File: config.mk
export PLATFORM = sky130hd
export DESIGN_NAME = req_traffic_initiator
export DESIGN_NICKNAME = d
export VERILOG_FILES = /design/src/rtl/req_traffic_initiator.sv
export SDC_FILE = /design/constraint.sdc
export NUM_CORES = 1
export LEC_CHECK = 0
export ABC_AREA = 1
export CAP_MARGIN = 10
export CORE_ASPECT_RATIO = 1.25
export CORE_MARGIN = 1
export CORE_UTILIZATION = 55
export CTS_CLUSTER_DIAMETER = 40
export DETAILED_ROUTE_END_ITERATION = 6
export PLACE_DENSITY_LB_ADDON = 0.15
export REMOVE_ABC_BUFFERS = 1
export SYNTH_ARGS = -nofsm -noshare
export SYNTH_HDL_FRONTEND = slang
export SYNTH_SLANG_ARGS = --single-unit
File: constraint.sdc
create_clock -name i_clk -period 2.65 [get_ports i_clk]
set_input_delay 0.53 -clock i_clk [delete_from_list [all_inputs] [get_ports i_clk]]
set_output_delay 0.53 -clock i_clk [all_outputs]
set_load 0.01 [all_outputs]
File: src/rtl/req_traffic_initiator.sv
// req_traffic_initiator
// Issues a run of NUM_REQ one-cycle request pulses to a responder. Each request is
// preceded by a pseudo-random idle gap taken from an 8-bit LFSR. The block then waits
// for a one-cycle ready pulse and records per-transaction latency, a timeout and
// spurious-ready flags. All outputs come from registers or from decoded registered state.

module req_traffic_initiator #(
    parameter int LFSR_WIDTH = 8,
    parameter int MAX_GAP    = 15,
    parameter int TIMEOUT    = 63,
    parameter int NUM_REQ    = 16
) (
    input  logic                  i_clk,
    input  logic                  i_reset,
    input  logic                  i_start,
    input  logic [LFSR_WIDTH-1:0] i_seed,
    input  logic                  i_ready,
    output logic                  o_request,
    output logic                  o_busy,
    output logic                  o_done,
    output logic                  o_timeout_err,
    output logic                  o_spurious_err,
    output logic [7:0]            o_req_count,
    output logic [7:0]            o_last_latency,
    output logic [7:0]            o_max_latency
);

    typedef enum logic [2:0] {
        ST_IDLE,
        ST_GAP,
        ST_REQ,
        ST_WAIT,
        ST_DONE
    } state_t;

    // Modulus for the gap draw, one wider than the LFSR so MAX_GAP+1 = 256 still fits.
    localparam logic [LFSR_WIDTH:0]   GAP_MOD   = (LFSR_WIDTH+1)'(MAX_GAP + 1);
    localparam logic [7:0]            TIMEOUT_L = 8'(TIMEOUT);
    localparam logic [7:0]            LAST_IDX  = 8'(NUM_REQ - 1);
    localparam logic [LFSR_WIDTH-1:0] LFSR_ONE  = LFSR_WIDTH'(1);

    state_t                r_state;
    state_t                w_stateNext;

    logic [LFSR_WIDTH-1:0] r_lfsr;
    logic [LFSR_WIDTH-1:0] r_gapCnt;
    logic [7:0]            r_lat;
    logic [7:0]            r_reqCount;
    logic [7:0]            r_lastLat;
    logic [7:0]            r_maxLat;
    logic                  r_timeoutErr;
    logic                  r_spuriousErr;

    logic [LFSR_WIDTH-1:0] w_lfsrNext;
    logic [LFSR_WIDTH-1:0] w_gapCntNext;
    logic [7:0]            w_latNext;
    logic [7:0]            w_reqCountNext;
    logic [7:0]            w_lastLatNext;
    logic [7:0]            w_maxLatNext;
    logic                  w_timeoutErrNext;
    logic                  w_spuriousErrNext;

    logic [LFSR_WIDTH-1:0] w_seedEff;

    // Fibonacci LFSR step, taps 8/6/5/4; a zero state would lock up, so it is never loaded.
    function automatic logic [LFSR_WIDTH-1:0] lfsrStep(input logic [LFSR_WIDTH-1:0] v);
        return {v[6:0], v[7] ^ v[5] ^ v[4] ^ v[3]};
    endfunction

    // Reduce an LFSR value to an idle gap in the range 0..MAX_GAP.
    function automatic logic [LFSR_WIDTH-1:0] gapOf(input logic [LFSR_WIDTH-1:0] v);
        logic [LFSR_WIDTH:0] t;
        t = {1'b0, v} % GAP_MOD;
        return t[LFSR_WIDTH-1:0];
    endfunction

    // A zero seed is replaced by 1 so the LFSR always leaves the all-zero lock-up state.
    assign w_seedEff = (i_seed == '0) ? LFSR_ONE : i_seed;

    // Next-state and datapath update rules; every target holds its value unless a rule fires.
    always_comb begin
        w_stateNext       = r_state;
        w_lfsrNext        = r_lfsr;
        w_gapCntNext      = r_gapCnt;
        w_latNext         = r_lat;
        w_reqCountNext    = r_reqCount;
        w_lastLatNext     = r_lastLat;
        w_maxLatNext      = r_maxLat;
        w_timeoutErrNext  = r_timeoutErr;
        w_spuriousErrNext = r_spuriousErr;

        case (r_state)
            ST_IDLE, ST_DONE: begin
                if (i_start) begin
                    w_stateNext       = ST_GAP;
                    w_lfsrNext        = lfsrStep(w_seedEff);
                    w_gapCntNext      = gapOf(w_seedEff);
                    w_reqCountNext    = 8'd0;
                    w_lastLatNext     = 8'd0;
                    w_maxLatNext      = 8'd0;
                    w_timeoutErrNext  = 1'b0;
                    w_spuriousErrNext = 1'b0;
                end
            end

            ST_GAP: begin
                if (i_ready) begin
                    w_spuriousErrNext = 1'b1;
                end
                if (r_gapCnt == '0) begin
                    w_stateNext = ST_REQ;
                end else begin
                    w_gapCntNext = r_gapCnt - LFSR_ONE;
                end
            end

            ST_REQ: begin
                if (i_ready) begin
                    w_spuriousErrNext = 1'b1;
                end
                w_latNext   = 8'd1;
                w_stateNext = ST_WAIT;
            end

            ST_WAIT: begin
                if (i_ready) begin
                    w_reqCountNext = r_reqCount + 8'd1;
                    w_lastLatNext  = r_lat;
                    w_maxLatNext   = (r_lat > r_maxLat) ? r_lat : r_maxLat;
                    if (r_reqCount == LAST_IDX) begin
                        w_stateNext = ST_DONE;
                    end else begin
                        w_gapCntNext = gapOf(r_lfsr);
                        w_lfsrNext   = lfsrStep(r_lfsr);
                        w_stateNext  = ST_GAP;
                    end
                end else if (r_lat == TIMEOUT_L) begin
                    w_timeoutErrNext = 1'b1;
                    w_stateNext      = ST_DONE;
                end else begin
                    w_latNext = r_lat + 8'd1;
                end
            end

            default: begin
                w_stateNext = ST_IDLE;
            end
        endcase
    end

    // State register; reset returns to IDLE from any state, ahead of start or ready.
    always_ff @(posedge i_clk) begin
        if (i_reset) begin
            r_state <= ST_IDLE;
        end else begin
            r_state <= w_stateNext;
        end
    end

    // Datapath registers: LFSR, gap/latency counters, statistics and sticky error flags.
    always_ff @(posedge i_clk) begin
        if (i_reset) begin
            r_lfsr        <= LFSR_ONE;
            r_gapCnt      <= '0;
            r_lat         <= 8'd0;
            r_reqCount    <= 8'd0;
            r_lastLat     <= 8'd0;
            r_maxLat      <= 8'd0;
            r_timeoutErr  <= 1'b0;
            r_spuriousErr <= 1'b0;
        end else begin
            r_lfsr        <= w_lfsrNext;
            r_gapCnt      <= w_gapCntNext;
            r_lat         <= w_latNext;
            r_reqCount    <= w_reqCountNext;
            r_lastLat     <= w_lastLatNext;
            r_maxLat      <= w_maxLatNext;
            r_timeoutErr  <= w_timeoutErrNext;
            r_spuriousErr <= w_spuriousErrNext;
        end
    end

    assign o_request      = (r_state == ST_REQ);
    assign o_busy         = (r_state == ST_GAP) || (r_state == ST_REQ) || (r_state == ST_WAIT);
    assign o_done         = (r_state == ST_DONE);
    assign o_timeout_err  = r_timeoutErr;
    assign o_spurious_err = r_spuriousErr;
    assign o_req_count    = r_reqCount;
    assign o_last_latency = r_lastLat;
    assign o_max_latency  = r_maxLat;

endmodule

==> flow_summary.ini <==
[synth]
synth_warnings = 0
syn-cell-area_um2 = 2910
synth_seq_cells = 53
ys_types = 32
synth.area.top_cells = dfxtp_1, nand2_1, nor2_1, a21oi_1, inv_1
yosysSeqAreaShare = 0.364
syn_inst = 424
yosys.area.top_type = dfxtp_1
syn_area_per_cell_um2 = 6.87
yosys.area.top_type_share = 0.364

[finish]
fin_area_um2 = 3400
syn2layout_area_growth_pct = 16.7
finalNetCount = 483
num_antenna_cells = 0
drive_above_1_share = 0.0565

[worst_setup_path]
critical_path_class = reg2out
start_kind = flip-flop
required_ns = 2.12
worst-path-max-fanout = 5
cp.arrival_ns = 1.73
critical_path.endpoint_type = output pin

[floorplanning]
die_w_um = 67.1
core-area_um2 = 5080
die_y_um = 83.4
row_count = 29
initial_core_util = 0.574
ios = 41
die-area_um2 = 5600

[clock_tree]
ctsResizeCount = 0
max-clock-path-buffers = 2
cts-htree-levels = 2
postCtsHoldBufs = 0
cts.clk_slew.worst_paths_ns = 0.09
clk_latency_ns = 0.30
cts-buffers-inserted = 5
cts_sinks = 53
root_buffer = clkbuf_8
post_cts_buffers = 0
cts_tree = yes

[pwr]
p_sw_uw = 847
clock_power_share = 0.194
p_int_uw = 1450
p_sw_frac = 0.369
p_leak_uw = 0.00150
p_seq_frac = 0.428
vdd_drop_max_mv = 0.437
power.density_nw_per_um2 = 675
power_frac_comb = 0.377

[routing]
ant_nets = 0
drt_first_iter_violations = 160
drc = 0
drt_wl_total_um = 6210
vias = 2762
first_pass_iters = 4
viasPerCell = 5.29
wire_per_inst_um = 11.9

[sta]
drv_slew = 0
tightest_slew_ns = 0.488
finalHoldWorstSlack_ns = 0.478
rsz0062_at_grt = false
setup_ws_ns = 0.391
hold_violations = 0
finalSetupViolCount = 0
min_period_over_period = 0.852
skew_ns = 0.00356
min_period_ns = 2.26
setup_tns_ns = 0
max_freq_mhz = 443
slew_headroom = 0.674

[status]
run_status = completed

[placed_design]
gp_congestion = 0.807
port_buffers = 40
hpwl_um = 4630
postPlaceCellArea_um2 = 3320
dp_slack_ns = 0.487

[global_routing]
grt_max_degree = 27
grt_remaining_overflow = 0
grtUsageTotal = 0.236
grt_pass1_wl_um = 10500
grt_pass1_vias = 2550
antenna_found_initial = 0

[flow_run]
cap_violations = 0

[hold_path]
hold_path.class = reg2reg
==> registers in the layout, summed over array words and instances (netlist names) <==
name and cells:
r_gapCnt 8, r_lfsr 8, o_timeout_err 1, o_max_latency 8, r_lat 8, r_state 3, o_req_count 8, o_spurious_err 1
o_last_latency 8
==> synthesized netlist by cell type <==
library cell and n:
o211ai_1 1, nor3_2 1, a31oi_1 1, inv_1 45, dfxtp_1 53, o21ai_0 22
xor2_1 6, nand2_2 5, nand2_4 2, buf_6 2, o31ai_1 1, nor2_1 59
nor2_2 1, nor2_4 2, buf_2 1, nand4_1 6, nand2_1 96, o21bai_1 2
o21ai_2 1, buf_4 6, o21ai_1 7, a22oi_1 1, ha_1 12, clkbuf_1 6
inv_4 2, inv_2 2, nor3_1 8, nand3_1 16, a21oi_1 44, a21o_1 2
o211a_1 4, xnor2_1 7
==> routing by layer <==
layer | vias up | GRT usage | part of all wire
li1 | 1434 | - | -
met1 | 1264 | 0.285 | 0.45
met3 | 6 | 0.0247 | 0.026
met2 | 58 | 0.417 | 0.52
met4 | 0 | 0.0812 | 0.0095
met5 | - | 0 | 0
==> placed cells by master, fill, tap and decap left out, types with 2 or more instances in the layout <==
cell and n:
a21oi_1 44, clkbuf_8 5, ha_1 12, a21o_1 2, nand4_1 6, inv_1 45
xor2_1 6, nand3_1 16, xnor2_1 7, clkinv_2 2, inv_2 2, nand2_2 5
inv_4 2, o21ai_0 22, buf_4 3, nor2_1 59, o211a_1 4, nand2_1 96
nor2_4 2, clkdlybuf4s50_1 40, o21bai_1 2, nand2_4 2, o21ai_1 7, nor3_1 8
dfxtp_1 53
==> kinds of logic after synthesis <==
| family | after synthesis | share of synthesized area |
|---|---|---|
| compound gates | 86 | 0.162 |
| xor+xnor | 13 | 0.0391 |
| fa+ha+maj | 12 | 0.0515 |
| buf+inv | 64 | 0.0975 |
| flops | 53 | 0.364 |
| simple gates | 196 | 0.286 |
==> final cells by class <==
class / count / area [um^2]
Fill cell: 457 / 1680
Multi-Input combinational cell: 307 / 1570
Timing Repair Buffer: 43 / 423
Clock inverter: 2 / 10.0
Inverter: 49 / 189
Sequential cell: 53 / 1060
Tap cell: 62 / 77.6
Clock buffer: 6 / 72.6
==> stage by stage <==
step / std cells / utilization / power (uW)
3_3_place_gp: 514 / 0.653 / 1850
5_1_grt: 522 / 0.670 / 2480
6_report: 522 / 0.670 / 2300
2_1_floorplan: 409 / - / 1600
3_5_place_dp: 514 / 0.653 / 1870
4_1_cts: 522 / 0.670 / 2310
==> final timing paths <==
kind                  from               end  slack (ns)  cells past startpoint
min          o_timeout_err     o_timeout_err        0.48                      2
max reg2reg       r_lat[5]  o_max_latency[1]        0.72                      9
max             r_state[1]            o_done        0.39                      4
min reg2reg  o_timeout_err     o_timeout_err        0.48                      2
==> worst max-delay path, cell delays in order, from the launching register on <==
cell and delay, ns:
dfxtp_1 0.35, nor2_1 0.34, inv_1 0.07, nor2_1 0.12, clkdlybuf4s50_1 0.55
==> power groups by stage <==
stage	combinational, uW	sequential (uW)	clock, uW
final	867	984	446
after global routing	988	1000	485
after global placement	846	1000	0
after detailed placement	866	1000	0
after CTS	870	985	456
after floorplan	584	1010	0
Power figures use the tool's default switching activity.
